### config.mk
export PLATFORM = sky130hd
export DESIGN_NAME = blk_lock_extract
export DESIGN_NICKNAME = d
export VERILOG_FILES = /design/src/rtl/blk_lock_extract_pkg.sv /design/src/rtl/blk_lock_extract_descrambler.sv /design/src/rtl/blk_lock_extract.sv
export SDC_FILE = /design/constraint.sdc
export NUM_CORES = 1
export LEC_CHECK = 0
export BUFFER_PORTS_ARGS = -buffer_cell sky130_fd_sc_hd__buf_2
export CAP_MARGIN = 20
export CORE_UTILIZATION = 40
export CTS_BUF_LIST = sky130_fd_sc_hd__clkbuf_16
export CTS_CLUSTER_DIAMETER = 200
export DETAILED_ROUTE_END_ITERATION = 7
export GPL_TIMING_DRIVEN = 0
export MAX_ROUTING_LAYER = met4
export PLACE_DENSITY = 0.67
export SLEW_MARGIN = 10
export SYNTH_ARGS = -nofsm -noshare
export SYNTH_HDL_FRONTEND = slang
export SYNTH_SLANG_ARGS = --single-unit
### constraint.sdc
create_clock -name clk_i -period 4.4 [get_ports clk_i]
set_input_delay 0.44 -clock clk_i [delete_from_list [all_inputs] [get_ports clk_i]]
set_output_delay 0.44 -clock clk_i [all_outputs]
set_load 0.005 [all_outputs]
### src/rtl/blk_lock_extract_pkg.sv
// Shared types and constants for the Aurora 64b/66b block lock/extract slice.
package blk_lock_extract_pkg;

    localparam int unsigned BLK_W     = 66;
    localparam int unsigned PAY_W     = 64;
    localparam int unsigned BUF_W     = 194;
    localparam int unsigned POS_W     = 7;
    localparam int unsigned SCR_W     = 58;
    localparam int unsigned SCR_TAP_A = 38;
    localparam int unsigned SCR_TAP_B = 57;

    localparam logic [1:0] HDR_DATA = 2'b01;
    localparam logic [1:0] HDR_CTRL = 2'b10;

    typedef enum logic [1:0] {
        HUNT   = 2'd0,
        VERIFY = 2'd1,
        LOCKED = 2'd2
    } lock_state_e;

    // A sync header is legal only when its two bits differ.
    function automatic logic hdr_is_ok(input logic [1:0] hdr);
        return (hdr == HDR_DATA) || (hdr == HDR_CTRL);
    endfunction

endpackage

### src/rtl/blk_lock_extract_descrambler.sv
// Self-synchronous x^58+x^39+1 descrambler, 64 bits per enable, bit 0 first.
// Ports: clk_i/rst_ni clock and async reset; en_i advance state; clr_i zero
// state (has priority); data_i scrambled payload; data_o_c descrambled
// payload (combinational from data_i and current state).
module aurora_descrambler
    import blk_lock_extract_pkg::*;
(
    input  logic             clk_i,
    input  logic             rst_ni,
    input  logic             en_i,
    input  logic             clr_i,
    input  logic [PAY_W-1:0] data_i,
    output logic [PAY_W-1:0] data_o_c
);

    logic [SCR_W-1:0] scr_q;
    logic [SCR_W-1:0] scr_d;
    logic [SCR_W-1:0] hist;

    // History holds the scrambled bits; newest bit sits at index 0.
    always_comb begin
        data_o_c = '0;
        hist     = scr_q;
        for (int i = 0; i < int'(PAY_W); i++) begin
            data_o_c[i] = data_i[i] ^ hist[SCR_TAP_A] ^ hist[SCR_TAP_B];
            hist        = {hist[SCR_W-2:0], data_i[i]};
        end
        scr_d = scr_q;
        if (clr_i) begin
            scr_d = '0;
        end else if (en_i) begin
            scr_d = hist;
        end
    end

    always_ff @(posedge clk_i or negedge rst_ni) begin
        if (!rst_ni) begin
            scr_q <= '0;
        end else begin
            scr_q <= scr_d;
        end
    end

endmodule

### src/rtl/blk_lock_extract.sv
// Block lock qualifier and 66-bit block extractor behind the header seeker.
// Ports: clk_i/rst_ni clock and async active-low reset; gbox_buffer/gbox_cnt/
// buffer_dv gearbox window; is_synced/offset_pos seeker result; blk_valid,
// blk_hdr, blk_data, blk_hdr_err extracted block; locked, lock_pos,
// lock_loss_cnt lock status.
module blk_lock_extract
    import blk_lock_extract_pkg::*;
#(
    parameter int unsigned LOCK_CNT   = 32,
    parameter int unsigned UNLOCK_ERR = 16,
    parameter int unsigned ERR_WIN    = 64,
    parameter bit          DESCRAMBLE = 1'b1
) (
    input  logic             clk_i,
    input  logic             rst_ni,
    input  logic [BUF_W-1:0] gbox_buffer,
    input  logic [5:0]       gbox_cnt,
    input  logic             buffer_dv,
    input  logic             is_synced,
    input  logic [POS_W-1:0] offset_pos,
    output logic             blk_valid,
    output logic [1:0]       blk_hdr,
    output logic [PAY_W-1:0] blk_data,
    output logic             blk_hdr_err,
    output logic             locked,
    output logic [POS_W-1:0] lock_pos,
    output logic [7:0]       lock_loss_cnt
);

    localparam int unsigned GOOD_W = $clog2(LOCK_CNT + 1);
    localparam int unsigned ERR_W  = $clog2(UNLOCK_ERR + 1);
    localparam int unsigned WIN_W  = $clog2(ERR_WIN + 1);

    lock_state_e      state_q, state_d;
    logic [POS_W-1:0] lock_pos_q, lock_pos_d;
    logic [GOOD_W-1:0] good_q, good_d;
    logic [ERR_W-1:0] err_q, err_d, err_base, err_inc;
    logic [WIN_W-1:0] win_q, win_d;
    logic [7:0]       loss_q, loss_d;
    logic             valid_q, valid_d;
    logic [1:0]       hdr_q, hdr_d;
    logic [PAY_W-1:0] data_q, data_d;
    logic             herr_q, herr_d;
    logic             locked_q, locked_d;

    logic             blk_avail_c;
    logic [BLK_W-1:0] blk_c;
    logic             hdr_ok_c;
    logic             scr_clr_c;
    logic [PAY_W-1:0] pay_out_c;
    logic             unused_gbox_c;

    // Only even gearbox windows carry a fresh block.
    assign blk_avail_c   = buffer_dv & ~gbox_cnt[0];
    assign unused_gbox_c = ^gbox_cnt[5:1];
    assign blk_c         = BLK_W'(gbox_buffer >> lock_pos_q);
    assign hdr_ok_c      = hdr_is_ok(blk_c[BLK_W-1:PAY_W]);

    // Descrambler runs in every state so it is primed before LOCKED.
    if (DESCRAMBLE) begin : g_descr
        aurora_descrambler u_descr (
            .clk_i    (clk_i),
            .rst_ni   (rst_ni),
            .en_i     (blk_avail_c),
            .clr_i    (scr_clr_c),
            .data_i   (blk_c[PAY_W-1:0]),
            .data_o_c (pay_out_c)
        );
    end else begin : g_raw
        logic unused_scr_clr;
        assign unused_scr_clr = scr_clr_c;
        assign pay_out_c      = blk_c[PAY_W-1:0];
    end

    // Lock state machine, error window and output capture.
    always_comb begin
        state_d    = state_q;
        lock_pos_d = lock_pos_q;
        good_d     = good_q;
        err_d      = err_q;
        win_d      = win_q;
        loss_d     = loss_q;
        valid_d    = 1'b0;
        hdr_d      = hdr_q;
        data_d     = data_q;
        herr_d     = herr_q;
        scr_clr_c  = 1'b0;
        err_base   = err_q;
        err_inc    = err_q + ERR_W'(1);

        if (blk_avail_c) begin
            unique case (state_q)
                HUNT: begin
                    if (is_synced) begin
                        lock_pos_d = offset_pos;
                        good_d     = '0;
                        scr_clr_c  = 1'b1;
                        state_d    = VERIFY;
                    end
                end
                VERIFY: begin
                    if (!hdr_ok_c) begin
                        state_d = HUNT;
                    end else if (good_q == GOOD_W'(LOCK_CNT - 1)) begin
                        err_d   = '0;
                        win_d   = '0;
                        state_d = LOCKED;
                    end else begin
                        good_d = good_q + GOOD_W'(1);
                    end
                end
                LOCKED: begin
                    valid_d = 1'b1;
                    hdr_d   = blk_c[BLK_W-1:PAY_W];
                    data_d  = pay_out_c;
                    herr_d  = ~hdr_ok_c;
                    if (win_q == WIN_W'(ERR_WIN - 1)) begin
                        win_d    = '0;
                        err_base = '0;
                    end else begin
                        win_d = win_q + WIN_W'(1);
                    end
                    // An error on the wrap cycle counts into the fresh window.
                    err_inc = err_base + ERR_W'(1);
                    err_d   = err_base;
                    if (!hdr_ok_c) begin
                        err_d = err_inc;
                        if (err_inc == ERR_W'(UNLOCK_ERR)) begin
                            state_d = HUNT;
                            if (loss_q != 8'hFF) begin
                                loss_d = loss_q + 8'd1;
                            end
                        end
                    end
                end
                default: state_d = HUNT;
            endcase
        end
        locked_d = (state_d == LOCKED);
    end

    always_ff @(posedge clk_i or negedge rst_ni) begin
        if (!rst_ni) begin
            state_q    <= HUNT;
            lock_pos_q <= '0;
            good_q     <= '0;
            err_q      <= '0;
            win_q      <= '0;
            loss_q     <= '0;
            valid_q    <= 1'b0;
            hdr_q      <= '0;
            data_q     <= '0;
            herr_q     <= 1'b0;
            locked_q   <= 1'b0;
        end else begin
            state_q    <= state_d;
            lock_pos_q <= lock_pos_d;
            good_q     <= good_d;
            err_q      <= err_d;
            win_q      <= win_d;
            loss_q     <= loss_d;
            valid_q    <= valid_d;
            hdr_q      <= hdr_d;
            data_q     <= data_d;
            herr_q     <= herr_d;
            locked_q   <= locked_d;
        end
    end

    assign blk_valid     = valid_q;
    assign blk_hdr       = hdr_q;
    assign blk_data      = data_q;
    assign blk_hdr_err   = herr_q;
    assign locked        = locked_q;
    assign lock_pos      = lock_pos_q;
    assign lock_loss_cnt = loss_q;

endmodule

==> run summary, run 1 <==
vias in the first global route - 22,300
Yosys warning total - 0
Synthesized Nets - 2,313
Yosys reg bits - 162
clk root buf - clkbuf_16
Top delay family on crit path - buffers and inverters
Final Max Slew Viols - 0
crit-path cells - buf_4 -> buf_4 -> buf_2 -> buf_4 -> buf_4 -> buf_4 -> buf_4 -> a211oi_1 -> a211oi_2 -> a21oi_1 -> o311a_1 -> xnor2_2 -> o21ai_1
syn avg cell area - 10.4 sq um
commonest cells after routing, fill and taps aside - buf_2 (299), nand2_1 (251), mux4_2 (225)
Period minus WS final - 4.59 ns
Crit Path Max Fanout - 10
slowest CP cell - dfrtp_1
Longest Clk Path Bufs - 2
final worst slack - -0.194 ns
layout cells sized above 1 - 40.1%
Synth Cell Area - 0.0219 sq mm
Via Count - 23,400
first-pass GRT wire length - 188,000 microns
Worst-path clk slew - 0.07 ns
DRC violations left - 0
Seq/Total Area, Yosys - 18.5%
WP data arrival - 4.91 ns
Synth Flop Type - dfrtp_1
commonest non-fill, non-tap cell in the layout - buf_2
Final Skew - 0.0133 ns
CTS buffer count - 17
1st-iter DRT viols - 3,522
fin area - 0.0258 sq mm
mean number of vias per cell - 7.44
worst path bufs/invs - 7
Worst Path Required - 4.72 ns
critical path type - reg -> reg
number of routed nets with antenna violations - 0
die area - 0.0556 sq mm
drt first pass iters - 7
Total Wirelength - 139,000 microns
cell count after synthesis - 2,098
cell row count - 85
die span in y - 236 microns
CP endpoint kind - register
DR WL/cell - 44.3 microns
outcome - finished with violations
placed cell area - 0.0243 sq mm
RePlAce Congestion - 1.12
crit start category - register
Post-synth EDFFs - 0
CTS tree - built
clk sinks - 162
failing checks - negative setup slack
CP most frequent cell - buf_4
asr flop ratio synth - 100%
core area - 0.0539 sq mm
Initial Util - 40.6%
Total GRT Usage - 50.9%
slowest stage delay, CP - 0.54 ns
Ports - 295
I/O Buffers - 288
worst rel slew slack - 22.2%
initial antenna violation count - 3
Hold Path Class - in -> reg
# fillers - 4,951
top post-synthesis cells by area - mux4_2 (23%), dfrtp_1 (19%), mux2i_1 (7.9%), mux2_2 (7.3%), nand2_1 (4.3%)
top cell type's share of synthesized area - 23.2%
largest net degree at the start of global routing - 118
H-tree depth - 4
crit share post-route - 104%
leading area contributor after synthesis - mux4_2
FMAX - 218 MHz
Max Cap Viol - 0
hpwl dp - 115,000 microns
gr ovfl total - 0
post-synthesis cell type count - 100
worst skew pair latency - 0.44 ns
count of final setup violators - 15
Worst Max-Slew Pin Slew - 1.14 ns
die width - 236 microns
Layout area overhead - 18.1%
Final #Nets - 2,643
Final Hold Viols - 0
RSZ-0062 raised after global routing - yes
## flip-flops by register name, indices dropped and copies added (netlist names)
signal	cells
blk_data	64
lock_pos	7
good_q	6
err_q	5
lock_loss_cnt	8
win_q	7
g_descr.u_descr.scr_q	58
blk_valid	1
state_q	2
blk_hdr	2
locked	1
blk_hdr_err	1
## timing repair
action                                 4_1_cts  5_1_grt
pin swaps                                    4        9
endpoints found under the hold margin       45        0
setup endpoints to repair                  148       57
setup buffers                                6       10
resized for setup                          155       60
hold buffers                                 1        0
## metal layers
metal	vias to the layer above	part of all wire [%]	global-route usage [%]
li1	8883	-	-
met1	11500	35	58.4
met2	2317	43	73.9
met3	650	11	14.1
met4	0	11	43.0
met5	-	0	-
## final timing paths
kind / slack, ns / depth (start not counted) / end / from
setup reg to reg: -0.19 / 13 / blk_data[56] / lock_pos[3]
hold / removal: 0.22 / 2 / lock_pos[6] / offset_pos[6]
max in group asynchronous: 3.00 / 3 / blk_data[3] / rst_ni
hold reg to reg: 0.48 / 2 / blk_data[7] / blk_data[7]
min in group asynchronous: 0.49 / 2 / lock_loss_cnt[4] / rst_ni
setup / recovery: -0.19 / 13 / blk_data[56] / lock_pos[3]
## cell type report
type | instances | area [sq um] | share of cell area (%)
Clock buffer | 17 | 425 | 1.65
Inverter | 17 | 70.1 | 0.271
Buffer | 192 | 1590 | 6.14
Timing Repair Buffer | 313 | 1690 | 6.54
Antenna cell | 5 | 12.5 | 0.0484
Clock inverter | 15 | 196 | 0.760
Sequential cell | 162 | 4060 | 15.7
Tap cell | 696 | 871 | 3.37
Multi-Input combinational cell | 1725 | 16900 | 65.5
## synthesized netlist by cell type, types with 18 or more instances
cell type,number
a21oi_1,55
a22o_1,37
buf_12,20
buf_2,30
buf_6,27
clkbuf_1,72
dfrtp_1,162
mux2_2,142
mux2i_1,172
mux4_1,28
mux4_2,225
nand2_1,252
nand3_1,35
nor2_1,130
nor3_1,18
o211ai_1,19
o21ai_0,116
o21ai_1,30
o221ai_1,26
o22ai_1,50
xnor2_1,98
xor2_1,36
## metrics by stage
stage	hold slack, ns	utilization, %	worst slack (ns)	cells	setup TNS (ns)
2_1_floorplan	0.144	-	1.10	2098	0
3_3_place_gp	0.456	44.8	-1.67	3082	-101.88
3_5_place_dp	0.367	45.0	-1.29	3089	-66.49
4_1_cts	0.216	47.3	0.00112	3126	0
5_1_grt	0.218	47.9	-0.0160	3140	-0.0420
6_report	0.222	47.9	-0.194	3142	-0.913
## cells by family after synthesis
family,synth area share (%)
multiplexers,43.3
AND/OR/NAND/NOR,10.5
AO/OA/AOI/OAI,15.1
buffers and inverters,6.86
flip-flops,18.5
XOR/XNOR,5.44
adder cells (fa/ha/maj),0.229
Power of run 1 is not shown: default switching activity piles up to over one toggle a cycle in this logic, so the estimate is an artifact.
==> inputs of run 2 (changes only) <==
- MAX_ROUTING_LAYER: met4 -> not set
==> run 2 against run 1 <==
Against the previous run: the run still ends with negative setup slack left; non-clock buffer count down 2; critical path depth down 3; fmax up 1.4%; sequential cell count unchanged; wire length down 1.7%.
==> run summary, run 2 (synthesis gave the netlist of run 1 again) <==
setup_tns - -0.774 ns (+0.139 ns)
slowest stage delay, CP - 0.84 ns (+0.30 ns)
count of final setup violators - 15 (unchanged)
Worst Path Required - 4.77 ns (+0.05 ns)
gr ovfl total - 0 (unchanged)
critical path type - reg -> reg
cell count of the worst reg-to-reg path - 10 (-3)
die span in y - 236 microns (unchanged)
CP endpoint kind - register
cell row count - 85 (unchanged)
flop-to-flop setup slack - -0.13 ns (+0.06 ns)
die area - 0.0556 sq mm (unchanged)
Longest Clk Path Bufs - 2 (unchanged)
Top delay family on crit path - buffers and inverters
clk root buf - clkbuf_16
commonest cells after routing, fill and taps aside - buf_2 (301), nand2_1 (251), mux4_2 (226)
vias in the first global route - 22,300 (-0.076%)
Max Cap Viol - 0 (unchanged)
Initial Util - 40.6% (unchanged)
Worst Max-Slew Pin Slew - 1.09 ns (-0.0444 ns)
hpwl dp - 113,000 microns (-1.3%)
largest net degree at the start of global routing - 118 (unchanged)
Layout area overhead - 17.4%
first-pass GRT wire length - 187,000 microns (-0.58%)
Final #Nets - 2,641 (-0.076%)
crit share post-route - 103% (-1.4 points)
placed cell area - 0.0242 sq mm (-0.18%)
crit path launch - lock_pos[6]
drt first pass iters - 7 (unchanged)
FMAX - 221 MHz (+1.4%)
worst skew pair latency - 0.45 ns (about the same)
Total Wirelength - 137,000 microns (-1.7%)
commonest non-fill, non-tap cell in the layout - buf_2
layout cells sized above 1 - 39.5% (-0.61 points)
GR peak layer - met2
M3 GR Usage - 14.3% (+0.16 points)
clk sinks - 162 (unchanged)
failing checks - negative setup slack
I/O Buffers - 288 (unchanged)
Via Count - 23,400 (-0.14%)
DRC violations left - 0 (unchanged)
Crit Path Max Fanout - 10 (unchanged)
slowest CP cell - clkbuf_1
Final Skew - 0.0152 ns (+0.00188 ns)
1st-iter DRT viols - 3,380 (-4.0%)
die width - 236 microns (unchanged)
Period minus WS final - 4.53 ns (-0.0613 ns)
CTS buffer count - 17 (unchanged)
Worst R2R Start - lock_pos[6]
initial antenna violation count - 4 (+1)
CTS tree - built
RePlAce Congestion - 1.10 (-1.5%)
Ports - 295 (unchanged)
DR WL/cell - 43.6 microns (-1.5%)
number of routed nets with antenna violations - 0 (unchanged)
Hold Path Class - in -> reg
GR met2 Demand/Resource - 71.8% (-2.0 points)
Final Hold Viols - 0 (unchanged)
crit-path cells - buf_6 -> inv_1 -> buf_6 -> clkbuf_2 -> clkbuf_2 -> clkbuf_1 -> mux4_2 -> o21ai_0 -> xnor2_1 -> o21ai_1
WP data arrival - 4.90 ns (about the same)
Total GRT Usage - 48.7% (-2.2 points)
H-tree depth - 4 (unchanged)
fin area - 0.0257 sq mm (-0.60%)
worst path bufs/invs - 6 (-1)
worst rel slew slack - 27.3% (+5.1 points)
reg2reg end - blk_data[55]
core area - 0.0539 sq mm (unchanged)
max reg flops - 64 (unchanged)
final worst slack - -0.132 ns (+0.0613 ns)
Worst Setup EP - blk_data[55]
met1 GRT Util - 57.3% (-1.1 points)
crit start category - register
outcome - finished with violations
Worst-path clk slew - 0.07 ns (about the same)
WP depth - 10 (-3)
Final Max Slew Viols - 0 (unchanged)
mean number of vias per cell - 7.44 (about the same)
run 2: cell count changes in the layout (fill, tap and decap cells not counted), moves of 4 or more:
cell,before,now
mux2i_2,17,27
mux2i_4,21,11
buf_8,8,12
buf_6,36,32
xnor2_1,89,93
xnor2_2,10,6
run 2: layout make-up:
class	instances	area [sq um]
Antenna cell	4	10.0
Buffer	193	1630
Clock buffer	17	425
Clock inverter	14	209
Fill cell	5027	28200
Inverter	17	65.1
Multi-Input combinational cell	1725	16800
Sequential cell	162	4060
Tap cell	696	871
Timing Repair Buffer	310	1640
run 2: metrics by stage:
| step | hold WS (ns) | setup WS [ns] | util (%) | std cells |
|---|---|---|---|---|
| after global routing | 0.225 | -0.0332 | 47.6 | 3134 |
| after CTS | 0.205 | 0.00409 | 47.1 | 3125 |
| after detailed placement | 0.366 | -1.42 | 44.9 | 3085 |
| after global placement | 0.458 | -1.51 | 44.8 | 3082 |
| final | 0.215 | -0.132 | 47.6 | 3138 |
| after floorplan | 0.144 | 1.10 | - | 2098 |
run 2: timing repair:
action,4_1_cts,5_1_grt
buffers inserted,9,8
hold endpoints to repair,45,0
endpoints found under the setup margin,150,62
hold buffers,1,0
pin swaps,6,11
resized for setup,140,59
run 2: worst min-delay path by stage:
| stage | from | endpoint | cells after the start |
|---|---|---|---|
| 2_1_floorplan | rst_ni | blk_data[0] | 0 |
| 3_5_place_dp | rst_ni | lock_loss_cnt[3] | 1 |
| 6_report | offset_pos[3] | lock_pos[3] | 2 |
| 4_1_cts | offset_pos[3] | lock_pos[3] | 2 |
| 3_3_place_gp | blk_data[19] | blk_data[19] | 2 |
| 5_1_grt | offset_pos[3] | lock_pos[3] | 2 |
run 2: layer usage:
layer | share of wire (%) | wire (microns)
met5 | 0.11 | 150
met2 | 42 | 57300
met4 | 12 | 15900
met1 | 34 | 47100
met3 | 12 | 16500
run 2: worst reg2reg max path: cells and delay by family (launching register included):
| family | cells | cell delay [ns] |
|---|---|---|
| compound gates | 2 | 0.99 |
| xor+xnor | 1 | 0.26 |
| buf+inv | 6 | 2.37 |
| flops | 1 | 0.40 |
| mux | 1 | 0.44 |
Power of run 2 is left out for the same reason.
